## src/rtl/mcs4_pkg.sv

```systemverilog
// Shared MCS-4 bus types: data nibble, instruction-cycle phases and I/O-RAM opcodes,
// plus default 4002 geometry.
package mcs4;

    localparam int Ram_regs_per_chip  = 4;
    localparam int Ram_chars_per_reg  = 16;
    localparam int Ram_status_per_reg = 4;

    typedef logic [3:0] char_t;

    typedef enum logic [2:0] {
        PH_A1 = 3'd0,
        PH_A2 = 3'd1,
        PH_A3 = 3'd2,
        PH_M1 = 3'd3,
        PH_M2 = 3'd4,
        PH_X1 = 3'd5,
        PH_X2 = 3'd6,
        PH_X3 = 3'd7
    } instr_cyc_t;

    typedef enum logic [3:0] {
        OP_WRM = 4'h0,
        OP_WMP = 4'h1,
        OP_WRR = 4'h2,
        OP_WPM = 4'h3,
        OP_WR0 = 4'h4,
        OP_WR1 = 4'h5,
        OP_WR2 = 4'h6,
        OP_WR3 = 4'h7,
        OP_SBM = 4'h8,
        OP_RDM = 4'h9,
        OP_RDR = 4'hA,
        OP_ADM = 4'hB,
        OP_RD0 = 4'hC,
        OP_RD1 = 4'hD,
        OP_RD2 = 4'hE,
        OP_RD3 = 4'hF
    } ioram_opa_t;

endpackage

```

## src/rtl/mcs4_phase_gen.sv

```systemverilog
// Local 8-phase instruction-cycle counter regenerated from CPU SYNC.
// phase_valid stays low until the first SYNC has been seen.
module mcs4_phase_gen (
    input  logic       clk,
    input  logic       rst_n,
    input  logic       sync,
    output logic [2:0] phase,
    output logic       phase_valid
);

    logic [2:0] phase_q, phase_d;
    logic       phase_valid_q, phase_valid_d;

    always_comb begin
        phase_d       = sync ? 3'd0 : phase_q + 3'd1;
        phase_valid_d = phase_valid_q | sync;
    end

    always_ff @(posedge clk or negedge rst_n) begin
        if (!rst_n) begin
            phase_q       <= 3'd0;
            phase_valid_q <= 1'b0;
        end else begin
            phase_q       <= phase_d;
            phase_valid_q <= phase_valid_d;
        end
    end

    assign phase       = phase_q;
    assign phase_valid = phase_valid_q;

endmodule

```

## src/rtl/mcs4_ram_bank.sv

```systemverilog
// Bank of NUM_CHIPS 4002-class RAMs sharing one CM-RAM line, decoding SRC and I/O-RAM opcodes.
// Optional power-up clear sweep of all main and status characters: RAM_BANK_CLEAR_EN.
module mcs4_ram_bank
    import mcs4::*;
#(
    parameter int NUM_CHIPS = 4,
    parameter int CHIP_BASE = 0,
    parameter int REGS      = Ram_regs_per_chip,
    parameter int CHARS     = Ram_chars_per_reg,
    parameter int STATUS    = Ram_status_per_reg
) (
    input  logic                     clk,
    input  logic                     rst_n,
    input  logic                     sync,
    input  logic                     cm_ram,
    input  logic [3:0]               dbus_in,
    output logic [3:0]               dbus_out,
    output logic                     dbus_oe,
    output logic [4*NUM_CHIPS-1:0]   io_out,
    output logic                     busy
);

    localparam int MEM_DEPTH = NUM_CHIPS * REGS * CHARS;
    localparam int ST_DEPTH  = NUM_CHIPS * REGS * STATUS;
    localparam int MEM_AW    = (MEM_DEPTH > 1) ? $clog2(MEM_DEPTH) : 1;
    localparam int ST_AW     = (ST_DEPTH > 1) ? $clog2(ST_DEPTH) : 1;

    logic [2:0] phase;
    logic       phase_valid;
    instr_cyc_t cyc;

    mcs4_phase_gen u_phase (
        .clk         (clk),
        .rst_n       (rst_n),
        .sync        (sync),
        .phase       (phase),
        .phase_valid (phase_valid)
    );

    assign cyc = instr_cyc_t'(phase);

    // SYNC normally arrives during X3; anywhere else it aborts the cycle in flight.
    logic restart, act;
    assign restart = sync && (cyc != PH_X3);
    assign act     = phase_valid && !restart;

    logic [1:0] addr_chip_q, addr_chip_d;
    logic [1:0] addr_reg_q, addr_reg_d;
    char_t      addr_char_q, addr_char_d;
    char_t      src_hi_q, src_hi_d;
    logic       src_pending_q, src_pending_d;
    char_t      opa_q, opa_d;
    logic       op_valid_q, op_valid_d;
    logic       dbus_oe_q, dbus_oe_d;
    logic       rd_st_q, rd_st_d;
    char_t      mem_rd_q, st_rd_q;

    char_t mem [MEM_DEPTH];
    char_t stat [ST_DEPTH];

    ioram_opa_t opa;
    int         chip_idx;
    logic       chip_hit, reg_ok, char_ok, stat_ok;
    logic       base_sel, mem_sel, st_sel;
    logic       mem_rd_op, st_rd_op, st_wr_op, rd_hit;
    logic       mem_we, st_we, io_we;
    logic [MEM_AW-1:0] mem_idx;
    logic [ST_AW-1:0]  st_idx;

    assign opa      = ioram_opa_t'(opa_q);
    assign chip_idx = int'(addr_chip_q) - CHIP_BASE;
    assign chip_hit = (chip_idx >= 0) && (chip_idx < NUM_CHIPS);
    assign reg_ok   = int'(addr_reg_q) < REGS;
    assign char_ok  = int'(addr_char_q) < CHARS;
    assign stat_ok  = int'(opa_q[1:0]) < STATUS;

    assign base_sel = op_valid_q && phase_valid && !busy && chip_hit;
    assign mem_sel  = base_sel && reg_ok && char_ok;
    assign st_sel   = base_sel && reg_ok && stat_ok;

    assign mem_idx = MEM_AW'((chip_idx * REGS + int'(addr_reg_q)) * CHARS + int'(addr_char_q));
    assign st_idx  = ST_AW'((chip_idx * REGS + int'(addr_reg_q)) * STATUS + int'(opa_q[1:0]));

    assign mem_rd_op = (opa == OP_RDM) || (opa == OP_SBM) || (opa == OP_ADM);
    assign st_rd_op  = (opa_q[3:2] == 2'b11);
    assign st_wr_op  = (opa_q[3:2] == 2'b01);
    assign rd_hit    = (mem_rd_op && mem_sel) || (st_rd_op && st_sel);

    assign mem_we = act && (cyc == PH_X2) && (opa == OP_WRM) && mem_sel;
    assign st_we  = act && (cyc == PH_X2) && st_wr_op && st_sel;
    // The output port belongs to the chip, so only the chip code has to match.
    assign io_we  = act && (cyc == PH_X2) && (opa == OP_WMP) && base_sel;

    always_comb begin
        addr_chip_d   = addr_chip_q;
        addr_reg_d    = addr_reg_q;
        addr_char_d   = addr_char_q;
        src_hi_d      = src_hi_q;
        src_pending_d = src_pending_q;
        opa_d         = opa_q;
        op_valid_d    = op_valid_q;
        dbus_oe_d     = 1'b0;
        rd_st_d       = rd_st_q;
        if (restart) begin
            src_pending_d = 1'b0;
            op_valid_d    = 1'b0;
        end else if (phase_valid) begin
            case (cyc)
                PH_M2: begin
                    opa_d      = dbus_in;
                    op_valid_d = cm_ram;
                end
                PH_X1: begin
                    dbus_oe_d = rd_hit;
                    rd_st_d   = st_rd_op;
                end
                PH_X2: begin
                    if (cm_ram) begin
                        src_hi_d      = dbus_in;
                        src_pending_d = 1'b1;
                    end
                end
                PH_X3: begin
                    op_valid_d = 1'b0;
                    if (src_pending_q) begin
                        addr_chip_d   = src_hi_q[3:2];
                        addr_reg_d    = src_hi_q[1:0];
                        addr_char_d   = dbus_in;
                        src_pending_d = 1'b0;
                    end
                end
                default: ;
            endcase
        end
    end

    always_ff @(posedge clk or negedge rst_n) begin
        if (!rst_n) begin
            addr_chip_q   <= 2'd0;
            addr_reg_q    <= 2'd0;
            addr_char_q   <= 4'd0;
            src_hi_q      <= 4'd0;
            src_pending_q <= 1'b0;
            opa_q         <= 4'd0;
            op_valid_q    <= 1'b0;
            dbus_oe_q     <= 1'b0;
            rd_st_q       <= 1'b0;
        end else begin
            addr_chip_q   <= addr_chip_d;
            addr_reg_q    <= addr_reg_d;
            addr_char_q   <= addr_char_d;
            src_hi_q      <= src_hi_d;
            src_pending_q <= src_pending_d;
            opa_q         <= opa_d;
            op_valid_q    <= op_valid_d;
            dbus_oe_q     <= dbus_oe_d;
            rd_st_q       <= rd_st_d;
        end
    end

    assign dbus_out = dbus_oe_q ? (rd_st_q ? st_rd_q : mem_rd_q) : 4'h0;
    assign dbus_oe  = dbus_oe_q;

`ifdef RAM_BANK_CLEAR_EN
    // Sweep length covers whichever array is deeper so status always finishes too.
    localparam int CLR_LEN = (MEM_DEPTH > ST_DEPTH) ? MEM_DEPTH : ST_DEPTH;
    localparam int CLR_W   = (CLR_LEN > 1) ? $clog2(CLR_LEN) : 1;

    typedef enum logic {CS_IDLE, CS_CLEAR} clr_state_t;

    clr_state_t        clr_state_q;
    logic              clr_armed_q;
    logic [CLR_W-1:0]  clr_cnt_q;
    logic              busy_q;

    always_ff @(posedge clk or negedge rst_n) begin
        if (!rst_n) begin
            clr_state_q <= CS_IDLE;
            clr_armed_q <= 1'b1;
            clr_cnt_q   <= '0;
            busy_q      <= 1'b0;
        end else begin
            case (clr_state_q)
                CS_IDLE: begin
                    if (clr_armed_q) begin
                        clr_state_q <= CS_CLEAR;
                        clr_armed_q <= 1'b0;
                        clr_cnt_q   <= '0;
                        busy_q      <= 1'b1;
                    end
                end
                CS_CLEAR: begin
                    if (clr_cnt_q == CLR_W'(CLR_LEN - 1)) begin
                        clr_state_q <= CS_IDLE;
                        busy_q      <= 1'b0;
                    end else begin
                        clr_cnt_q <= clr_cnt_q + 1'b1;
                    end
                end
                default: clr_state_q <= CS_IDLE;
            endcase
        end
    end

    assign busy = busy_q;
`else
    assign busy = 1'b0;
`endif

    logic              mem_wr_en, st_wr_en;
    logic [MEM_AW-1:0] mem_wr_addr;
    logic [ST_AW-1:0]  st_wr_addr;
    char_t             mem_wr_data, st_wr_data;

    always_comb begin
        mem_wr_en   = mem_we;
        mem_wr_addr = mem_idx;
        mem_wr_data = dbus_in;
        st_wr_en    = st_we;
        st_wr_addr  = st_idx;
        st_wr_data  = dbus_in;
`ifdef RAM_BANK_CLEAR_EN
        if (clr_state_q == CS_CLEAR) begin
            mem_wr_en   = int'(clr_cnt_q) < MEM_DEPTH;
            mem_wr_addr = MEM_AW'(clr_cnt_q);
            mem_wr_data = 4'h0;
            st_wr_en    = int'(clr_cnt_q) < ST_DEPTH;
            st_wr_addr  = ST_AW'(clr_cnt_q);
            st_wr_data  = 4'h0;
        end
`endif
    end

    // Plain arrays with a registered read port so both map onto block RAM.
    always_ff @(posedge clk) begin
        if (mem_wr_en) mem[mem_wr_addr] <= mem_wr_data;
        if (st_wr_en) stat[st_wr_addr] <= st_wr_data;
        if (cyc == PH_X1) begin
            mem_rd_q <= mem[mem_idx];
            st_rd_q  <= stat[st_idx];
        end
    end

    for (genvar gi = 0; gi < NUM_CHIPS; gi++) begin : g_io
        char_t io_q, io_d;

        always_comb begin
            io_d = io_q;
            if (io_we && (chip_idx == gi)) io_d = dbus_in;
        end

        always_ff @(posedge clk or negedge rst_n) begin
            if (!rst_n) io_q <= 4'h0;
            else        io_q <= io_d;
        end

        assign io_out[4*gi +: 4] = io_q;
    end

endmodule

```

## config.mk

```make
export PLATFORM = sky130hd
export DESIGN_NAME = mcs4_ram_bank
export DESIGN_NICKNAME = d
export VERILOG_FILES = /design/src/rtl/mcs4_pkg.sv /design/src/rtl/mcs4_phase_gen.sv /design/src/rtl/mcs4_ram_bank.sv
export SDC_FILE = /design/constraint.sdc
export NUM_CORES = 1
export LEC_CHECK = 0
export CORE_MARGIN = 8
export CORE_UTILIZATION = 55
export DETAILED_ROUTE_END_ITERATION = 8
export PLACE_DENSITY = 0.69
export SLEW_MARGIN = 0
export SYNTH_ARGS = -nofsm -noshare
export SYNTH_HDL_FRONTEND = slang
export SYNTH_SLANG_ARGS = --single-unit
```

## constraint.sdc

```tcl
create_clock -name clk -period 3.11 [get_ports clk]
set_input_delay 0.4665 -clock clk [delete_from_list [all_inputs] [get_ports clk]]
set_output_delay 0.4665 -clock clk [all_outputs]
set_load 0.005 [all_outputs]
```

==> impl_results.md <==
* Status: completed
* Req. time, crit path at between 3 and 4 ns
* Mapped Avg Cell Area at about 20 um^2
* Initial DRC count at a little over 3000
* VDD IR-drop max at between 500 and 600 uV
* Remaining global-route overflow at 0
* Reg2reg end: mem_rd_q[1]
* Net count, final at about 2700
* Pre-CTS setup slack at -0.397 ns
* Slew @ Worst Pin at 1.17 ns
* # placed instances at 3823
* Worst slew margin at 0.220
* Die area at around 100000 um^2
* Cell Area, Synth at 51800 um^2
* Post-DP HPWL at about 75000 um
* FF+latch count, synth at approximately 1300
* Core ar. at around 93000 um^2
* Unique masters post-synth at 39
* Reg-to-reg slack, setup at 0.06 ns
* Vias in the first global route at 27000
* Gr usage total at 0.235
* Setup crit start: addr_char_q[0]
* DRC at 0
* Worst r2r src: addr_char_q[0]
* Die W at ~320 um
* Fin. Hold Viols at 0
* Critical path destination: mem_rd_q[1]
* Critical Path AT at ~3.5 ns
* Die Height at 323 um
* Max_cap viols at 0
* First-pass GRT wire length at ~180000 um
* Antenna cell count at 0
* Setup crit start kind: flip-flop
* Crit path time final at 3.05 ns
* CP endpoint kind: flip-flop
* Pre-antenna DRT Iters at 6
* Area growth from synthesis to layout at 14.6%
* Routed len/inst at 29.7 um
* Final non-filler cell total at slightly above 4000
* CTS Buffer Depth at 3
* CTS tree: done
* Hold WS at 0.151 ns
* Hold crit path type: in -> reg
* Crit path kind: reg -> reg
* CP peak stage delay at around 0.50 ns
* TritonCTS Buffers at roughly 140
* Seq/Total Area, Yosys at 0.766
* Starting Density at 0.555
* Leakage at 18.4 nW
* H-tree depth at 4
* PwrDens at 658 nW/um^2
* Sinks on Clock Net at approximately 1300
* Crit-path slowest cell: mux4_2
* Final ANT Viol Nets at 0
* Crit Path Max Fanout at 29
* Maximum clock rate at ~330 MHz
* Worst-Skew Late Latency at 0.74 ns
* Min-delay src: dbus_in[3]
* Ys Warns at 0
* Clk slew on worst S/H paths at about 0.07 ns
* Routability-driven placement congestion ratio at ~0.84
* RSZ-0062 raised after global routing: no
* Mapped Cells at roughly 2600
* Crit path setup slack, layout at around 0.063 ns
* WL final at 121000 um
* Final Cycle Share at 0.980
* CTS Root Cell: clkbuf_16
* Via count at roughly 26000
* Fin. max-slew vios at 0
* Fill cells at between 6000 and 7000
* Initial antenna violation count at 2
* Largest net degree at the start of global routing at between 100 and 150
* FP Rows at around 110
* Worst clock skew at around 0.030 ns
* Mapped Nets at around 2600
* DR vias/cell at around 6.4
* CP most frequent cell: buf_4
* Layout cell share with drive strength beyond 1 at 0.269
* I/O pins at 30
* PortBufs at 28
* Endpoints failing setup at 0
* Reg2Reg Depth at 9
* Crit-path cells: buf_4, buf_12, buf_4, mux4_2, a22oi_1, a21oi_1, o41ai_1, buf_4, nand4_1
==> state kept, by name (all words and copies together) (netlist names), 3 cells and up <==
name	cells
stat	256
mem	1024
opa	4
g_io.io_q	16
src_hi_q	4
mem_rd_q	4
u_phase.phase	3
addr_char_q	4
st_rd_q	4
==> power by group <==
part | internal, mW | switching, mW | total (mW)
Combinational | 1.24 | 1.36 | 2.60
Sequential | 19.7 | 0.120 | 19.8
Clock | 9.93 | 6.76 | 16.7
==> worst min-delay path by stage <==
| stage | to | slack, ns | depth (start not counted) |
|---|---|---|---|
| 2_1_floorplan | addr_char_q[0] | 0.17 | 0 |
| 3_3_place_gp | u_phase.phase[0] | 0.47 | 1 |
| 3_5_place_dp | u_phase.phase[0] | 0.48 | 1 |
| 4_1_cts | stat[26][3] | 0.11 | 1 |
| 5_1_grt | stat[26][3] | 0.14 | 1 |
| 6_report | stat[26][3] | 0.15 | 1 |
==> layout make-up <==
type                            count  area, um^2  share of cell area
Tap cell                         1254        1570              0.0264
Clock inverter                     87         971              0.0164
Multi-Input combinational cell   1051       11500               0.194
Clock buffer                      163        3620              0.0610
Sequential cell                  1328       39700               0.669
Inverter                            4        15.0            0.000253
Timing Repair Buffer              190        1930              0.0325
==> synthesized netlist by cell type, drive strengths merged <==
cell,n,area [um^2]
edfxtp,1288,38700
mux4,332,7480
nor2,331,1240
a22oi,132,991
clkbuf,118,443
a21oi,65,325
buf,51,277
dfrtp,40,1000
nand2,39,146
mux2,34,383
nand3,29,145
o41ai,17,149
nor2b,15,93.8
nand4,10,62.6
mux2i,6,60.1
and2,5,31.3
ha,5,62.6
inv,4,15.0
nand2b,4,25.0
nand3b,3,22.5
o21ai,3,15.0
a31oi,2,12.5
nor3,2,10.0
o22ai,2,12.5
o31ai,2,15.0
or2,2,12.5
or4,2,15.0
a32oi,1,8.76
and2b,1,7.51
and3,1,6.26
conb,1,3.75
nor3b,1,7.51
nor4,1,12.5
o211ai,1,7.51
o311ai,1,8.76
or3,1,6.26
==> stage by stage <==
step | setup TNS (ns) | power, mW | util | cell area (um^2)
detailed placement | -1.40 | 22.7 | 0.585 | 54600
CTS | 0 | 39.3 | 0.635 | 59300
global route | 0 | 40.1 | 0.636 | 59300
floorplan | 0 | 21.7 | - | 51800
global placement | -1.45 | 22.7 | 0.585 | 54600
finish | 0 | 39.1 | 0.636 | 59300
==> per-layer routing <==
| metal | vias to the layer above | global-route usage | part of all wire |
|---|---|---|---|
| met1 | 13800 | 0.339 | 0.40 |
| met3 | 203 | 0.0458 | 0.093 |
| met4 | 2 | 0.0724 | 0.027 |
| met5 | - | 0 | 0.000091 |
| li1 | 10800 | - | - |
| met2 | 1386 | 0.368 | 0.48 |
==> timing repair <==
item	CTS	global route
endpoints found under the setup margin	4	4
buffers inserted	0	2
gates resized for setup	12	4
gates cloned	0	1
hold endpoints to repair	40	0
pin swaps	0	2
hold buffers	1	0
==> kinds of logic after synthesis <==
| logic type | count (synthesis) | synth area share |
|---|---|---|
| multiplexers | 372 | 0.153 |
| flip-flops | 1328 | 0.766 |
| AO/OA/AOI/OAI | 226 | 0.0298 |
| AND/OR/NAND/NOR | 447 | 0.0357 |
| other | 1 | 0.0000724 |
| buffers and inverters | 173 | 0.0142 |
| adder cells (fa/ha/maj) | 5 | 0.00121 |
==> worst max-delay path, delay by kind of cell (launching register included) <==
kind                   cells  cell delay (ns)
buffers and inverters      4             0.89
AOI/OAI and AO/OA          3             0.87
and+or+nand+nor            1             0.07
DFF                        1             0.43
muxes                      1             0.50
==> cells in the final DEF (no fill, tap or decap), drive strengths merged, types with 2 or more instances in the layout <==
| master | count |
|---|---|
| a21oi | 65 |
| nand4 | 10 |
| clkinvlp | 7 |
| mux2i | 6 |
| o21ai | 3 |
| nor2b | 15 |
| o31ai | 2 |
| nand3 | 29 |
| nand2b | 4 |
| nor2 | 331 |
| clkbuf | 164 |
| and2 | 5 |
| o22ai | 2 |
| o41ai | 17 |
| buf | 165 |
| mux2 | 34 |
| or4 | 2 |
| a22oi | 132 |
| ha | 5 |
| dfrtp | 40 |
| clkdlybuf4s50 | 23 |
| a31oi | 2 |
| edfxtp | 1288 |
| nor3 | 2 |
| or2 | 2 |
| nand3b | 3 |
| inv | 15 |
| clkinv | 50 |
| nand2 | 39 |
| bufinv | 19 |
| mux4 | 332 |
Power figures use the tool's default switching activity.
